[src/rtl/biquad_pkg.sv]
// Shared widths, FSM encoding and saturation constant for the biquad magnitude datapath.
// The multiplier and the divider both import this package.
package biquad_pkg;

  localparam int DATAWIDTH = 16;
  localparam int COEFWIDTH = 16;
  localparam int QW = DATAWIDTH - 1;
  localparam int CW = COEFWIDTH - 1;
  localparam int NW = DATAWIDTH + COEFWIDTH - 2;

  typedef enum logic [1:0] {
    IDLE = 2'd0,
    RUN  = 2'd1,
    DONE = 2'd2
  } state_e;

  localparam logic [QW-1:0] Q_SAT = '1;

endpackage

[src/rtl/divb_step.sv]
// One restoring-division step: shift in the next dividend bit, subtract the divisor if it fits.
// The partial remainder carries one spare bit so the compare cannot overflow.
module divb_step #(
  parameter int CW = 15
) (
  input  logic [CW:0]   p,
  input  logic          sbit,
  input  logic [CW-1:0] d,
  output logic [CW:0]   p_next,
  output logic          qbit
);

  logic [CW:0] t;
  logic [CW:0] d_ext;

  always_comb begin
    t      = {p[CW-1:0], sbit};
    d_ext  = {1'b0, d};
    qbit   = (t >= d_ext);
    p_next = qbit ? (t - d_ext) : t;
  end

endmodule

[src/rtl/divb_seq.sv]
// Sequential unsigned restoring divider, one quotient bit per clock.
// start/busy/done handshake; divide-by-zero and quotient overflow finish immediately.
module divb_seq
  import biquad_pkg::*;
#(
  parameter int DATAWIDTH = biquad_pkg::DATAWIDTH,
  parameter int COEFWIDTH = biquad_pkg::COEFWIDTH
) (
  input  logic                                clk,
  input  logic                                nreset,
  input  logic                                start,
  input  logic [DATAWIDTH+COEFWIDTH-3:0]      n,
  input  logic [COEFWIDTH-2:0]                d,
  output logic                                busy,
  output logic                                done,
  output logic [DATAWIDTH-2:0]                q,
  output logic [COEFWIDTH-2:0]                rem,
  output logic                                ovf,
  output logic                                dz,
  output state_e                              dbg_state
);

  // Handshake: start is accepted at a rising edge only when busy=0 (IDLE or DONE);
  // busy is high exactly while in RUN; done pulses for one cycle and q/rem/ovf/dz
  // are valid from that cycle and held until the next completion.

  localparam int LQW  = DATAWIDTH - 1;
  localparam int LCW  = COEFWIDTH - 1;
  localparam int LNW  = DATAWIDTH + COEFWIDTH - 2;
  localparam int CNTW = (LQW > 1) ? $clog2(LQW) : 1;

  state_e          state_q, state_d;
  logic [CNTW-1:0] cnt_q, cnt_d;
  logic [LCW:0]    p_q, p_d;
  logic [LQW-1:0]  s_q, s_d;
  logic [LCW-1:0]  dv_q, dv_d;
  logic [LQW-1:0]  q_q, q_d;
  logic [LCW-1:0]  rem_q, rem_d;
  logic            ovf_q, ovf_d;
  logic            dz_q, dz_d;
  logic            busy_q, busy_d;
  logic            done_q, done_d;

  logic [LCW:0]    step_p;
  logic            step_bit;
  logic [LCW-1:0]  n_upper;

  assign n_upper = n[LNW-1:LQW];

  divb_step #(.CW(LCW)) u_step (
    .p      (p_q),
    .sbit   (s_q[LQW-1]),
    .d      (dv_q),
    .p_next (step_p),
    .qbit   (step_bit)
  );

  always_comb begin
    state_d = state_q;
    cnt_d   = cnt_q;
    p_d     = p_q;
    s_d     = s_q;
    dv_d    = dv_q;
    q_d     = q_q;
    rem_d   = rem_q;
    ovf_d   = ovf_q;
    dz_d    = dz_q;
    busy_d  = 1'b0;
    done_d  = 1'b0;
    case (state_q)
      IDLE, DONE: begin
        state_d = IDLE;
        if (start) begin
          dv_d = d;
          if (d == '0) begin
            state_d = DONE;
            done_d  = 1'b1;
            dz_d    = 1'b1;
            ovf_d   = 1'b0;
            q_d     = '1;
            rem_d   = '0;
          end else if (n_upper >= d) begin
            state_d = DONE;
            done_d  = 1'b1;
            dz_d    = 1'b0;
            ovf_d   = 1'b1;
            q_d     = '1;
            rem_d   = '0;
          end else begin
            state_d = RUN;
            busy_d  = 1'b1;
            p_d     = {1'b0, n_upper};
            s_d     = n[LQW-1:0];
            cnt_d   = CNTW'(LQW - 1);
          end
        end
      end
      RUN: begin
        p_d = step_p;
        s_d = {s_q[LQW-2:0], step_bit};
        if (cnt_q == '0) begin
          state_d = DONE;
          done_d  = 1'b1;
          q_d     = {s_q[LQW-2:0], step_bit};
          rem_d   = step_p[LCW-1:0];
          ovf_d   = 1'b0;
          dz_d    = 1'b0;
        end else begin
          busy_d = 1'b1;
          cnt_d  = cnt_q - 1'b1;
        end
      end
      default: state_d = IDLE;
    endcase
  end

  always_ff @(posedge clk) begin
    if (!nreset) begin
      state_q <= IDLE;
      cnt_q   <= '0;
      p_q     <= '0;
      s_q     <= '0;
      dv_q    <= '0;
      q_q     <= '0;
      rem_q   <= '0;
      ovf_q   <= 1'b0;
      dz_q    <= 1'b0;
      busy_q  <= 1'b0;
      done_q  <= 1'b0;
    end else begin
      state_q <= state_d;
      cnt_q   <= cnt_d;
      p_q     <= p_d;
      s_q     <= s_d;
      dv_q    <= dv_d;
      q_q     <= q_d;
      rem_q   <= rem_d;
      ovf_q   <= ovf_d;
      dz_q    <= dz_d;
      busy_q  <= busy_d;
      done_q  <= done_d;
    end
  end

  assign busy      = busy_q;
  assign done      = done_q;
  assign q         = q_q;
  assign rem       = rem_q;
  assign ovf       = ovf_q;
  assign dz        = dz_q;
  assign dbg_state = state_q;

endmodule

[config.mk]
export PLATFORM = sky130hd
export DESIGN_NAME = divb_seq
export DESIGN_NICKNAME = d
export VERILOG_FILES = /design/src/rtl/biquad_pkg.sv /design/src/rtl/divb_step.sv /design/src/rtl/divb_seq.sv
export SDC_FILE = /design/constraint.sdc
export NUM_CORES = 1
export LEC_CHECK = 0
export BUFFER_PORTS_ARGS = -buffer_cell sky130_fd_sc_hd__buf_2
export CAP_MARGIN = 20
export CORE_AREA = 5 5 112 114
export CTS_BUF_LIST = sky130_fd_sc_hd__clkbuf_4
export CTS_CLUSTER_DIAMETER = 50
export CTS_CLUSTER_SIZE = 25
export DETAILED_ROUTE_END_ITERATION = 12
export DIE_AREA = 0 0 117 119
export PLACE_DENSITY_LB_ADDON = 0.2
export SLEW_MARGIN = 25
export SYNTH_ARGS = -nofsm -noshare
export SYNTH_HDL_FRONTEND = slang
export SYNTH_HIERARCHICAL = 1
export SYNTH_SLANG_ARGS = --single-unit
[constraint.sdc]
create_clock -name clk -period 2.96 [get_ports clk]
set_input_delay 0.592 -clock clk [delete_from_list [all_inputs] [get_ports clk]]
set_output_delay 0.592 -clock clk [all_outputs]
set_load 0.05 [all_outputs]
==> results summary <==
The number of failing setup endpoints in the final timing report came out at 0. The largest fanout on the critical path came out at 2. The number of hold violations in the final report was 0. The critical path capture point type is a flip-flop.

The die is 117 um wide. The end point of the critical path is p_q[14]. The clock passes through at most 2 buffers. The wire length of the first global-routing pass is 30500 um.

The number of buffers created by CTS is 9. The post-route clock period utilization is 95.7%. The length of the first detailed-routing pass in iterations came out at 7. Once layout is complete, the utilization of the core stands at 58.5%.

The total half-perimeter wirelength after legalization and detailed placement is 13500 um. The post-synthesis instance total is 666. The reported max-cap violation count is 0. Across the whole layout, storage elements account for 1700 um^2. The highest achievable clock rate came out at 353 MHz. The antenna cell count came out at 0. After detailed routing, the average wire length per cell comes to 21.0 um. Once placement finished, the instance area stood at 6330 um^2. In this run, the number of DRC markers left after iteration 0 of detailed routing was 517.

The placement row count came out at 39. For this run the aggregate overflow at the end of global routing stands at 0. Once layout is done, the placed cells without fillers occupy 6620 um^2. The CTS root buffer is clkbuf_4.

The area growth from synthesis to layout came out at 20.6%. The H-tree depth is 3. The flow ran to the end, and the final reports show no timing, DRC or antenna violations. The internal reg-to-reg setup slack came out at 130 ps.

The via count of the first global-routing pass was 5849. The die height is 119 um. The worst slew slack as a fraction of its limit is 31.9%.

The initial antenna violation count was 0. The required time reported for the critical path endpoint came out at 3380 ps. The cell area after technology mapping is 5490 um^2.

Measured in cells, the most critical reg-to-reg path has a length of 14. The number of sinks handled by clock tree synthesis came out at 85. Routability-driven placement finished with a final weighted congestion of 0.959. The path class of the tightest hold or removal check is in2reg.

The synthesized area divided by synthesized cell count came out at 8.25 um^2. The maximum VDD drop came out at 0.399 mV. The TritonCTS clock tree is yes.

For this run, the total global-route usage over all layers was measured as 27.6%. The startpoint type of the worst setup path is a flip-flop. The number of hold buffers added after CTS is 0. The total power density per cell area is 723 nW/um^2. The wire length after detailed routing came out at 19300 um. The arrival time at the worst endpoint is 3250 ps.

The final antenna-violating net count came out at 0. The design draws 4790 uW. Entering global routing, the biggest net connects 37 pins. The launch point of the critical path is s_q[14]. In this run the critical register-to-register path is captured at p_q[14]. The cell leakage power is 0.00283 uW.

In the final layout, the share of cells above drive strength 1 is 26.5%. Counting every net in the synthesized netlist gives 746. After clock tree synthesis, the clock-pin slew on the worst setup and hold paths is 150 ps.

At the end of the flow, the number of nets in the layout was 852. The starting density of the core is 48.5%. Yosys printed 6 warnings. 84 I/O pins were placed.

The final critical-path required period is 2830 ps. The area inside the core boundary is 11300 um^2. The actual transition at the worst max-transition pin is 1020 ps. The startpoint identified for the worst register-to-register timing path is s_q[14]. For this block, the via count after detailed routing is 6057. In the final layout, the multi-input gates occupy 3450 um^2. The number of pins with negative max-slew slack in the final report came out at 0. The die covers 13900 um^2. The setup path with the least slack is of type reg2reg.

The clock insertion delay at the later pin of the skew report came out at 480 ps. Between clock sinks in the finished design, the worst skew comes to 18.4 ps. The number of DRC violations after detailed routing came out at 0. Input and output buffers added on the ports amount to 83. The layout has 1044 filler cells.

The number of vias per cell came out at 6.59.
## critical path: stages, from the launching register on
cell and delay, ps:
dfxtp_2 360, inv_1 50, ha_1 200, fa_2 370
nor2b_2 140, buf_4 120, o21ai_0 120, a21oi_1 260
o21bai_1 130, nor3b_1 150, o31ai_1 310, o221ai_1 200
nor2_1 130, nand4_1 100, a22oi_1 140
## registers in the layout (all words and copies together), names as in the netlist
register and flops:
busy 1, done 1, cnt_q 4, s_q 15, ovf 1, dbg_state 2
q 15, p_q 15, dv_q 15, rem 15, dz 1
## stage by stage
stage	setup WS (ps)	hold WS [ps]	cells	TNS, ps
floorplan	246	436	666	0
CTS	64.5	355	914	0
global route	-8.62	362	919	-12.1
finish	127	378	919	0
detailed placement	-158	451	898	-1460
global placement	-116	444	898	-508
## what timing repair did
action / in CTS / in global routing
pin swaps: 1 / 5
hold endpoints to repair: 0 / 0
setup buffers: 0 / 4
gates resized for setup: 1 / 13
endpoints found under the setup margin: 29 / 22
gates cloned: 1 / 1
## routing by layer
layer	track usage, %	wire length [um]	up-vias
li1	-	-	2799
met1	37.4	8040	2895
met5	0	0	-
met4	11.5	654	0
met2	42.1	8940	310
met3	6.49	1680	53
## placed cells by master (no fill, tap or decap), types with 3 or more instances in the layout
cell type,count
nor3_1,3
buf_4,68
a211oi_1,19
nor2b_1,5
dfxtp_1,84
o221a_1,7
inv_1,38
buf_2,83
xnor2_1,5
and2_1,4
nor4_1,4
a21oi_1,63
o21ai_0,16
xor2_1,4
a221o_1,3
o21bai_1,3
o31ai_4,3
clkbuf_4,10
bufinv_16,3
o21ai_1,10
a22oi_1,30
o31ai_2,3
nor3b_1,4
o221a_2,8
nand2_1,59
and3_1,3
o221ai_1,28
a31oi_1,4
a21o_1,8
a21oi_2,3
ha_1,31
nand4_1,36
nand3_1,3
a41oi_1,30
nor2_1,41
## where the power goes
group	internal (uW)	leakage, uW	switching, uW
combinational	1020	0.00204	1510
sequential	1270	0.000696	101
clock	439	0.0000975	446
total	2730	0.00283	2060
## worst min-delay path by stage
stage	start	endpoint	slack [ps]	depth (start not counted)
2_1_floorplan	dv_q[10]	dv_q[10]	440	2
3_3_place_gp	dv_q[8]	dv_q[8]	440	2
3_5_place_dp	dv_q[6]	dv_q[6]	450	2
4_1_cts	d[1]	dv_q[1]	350	3
5_1_grt	d[5]	dv_q[5]	360	3
6_report	d[1]	dv_q[1]	380	3
## area by class of cell
class,count,area share (%)
Inverter,42,2.38
Sequential cell,85,25.7
Clock inverter,5,1.63
Clock buffer,10,1.13
Timing Repair Buffer,152,14.3
Tap cell,143,2.70
Multi-Input combinational cell,482,52.2
Note: power is estimated with default switching activity, not from simulation.
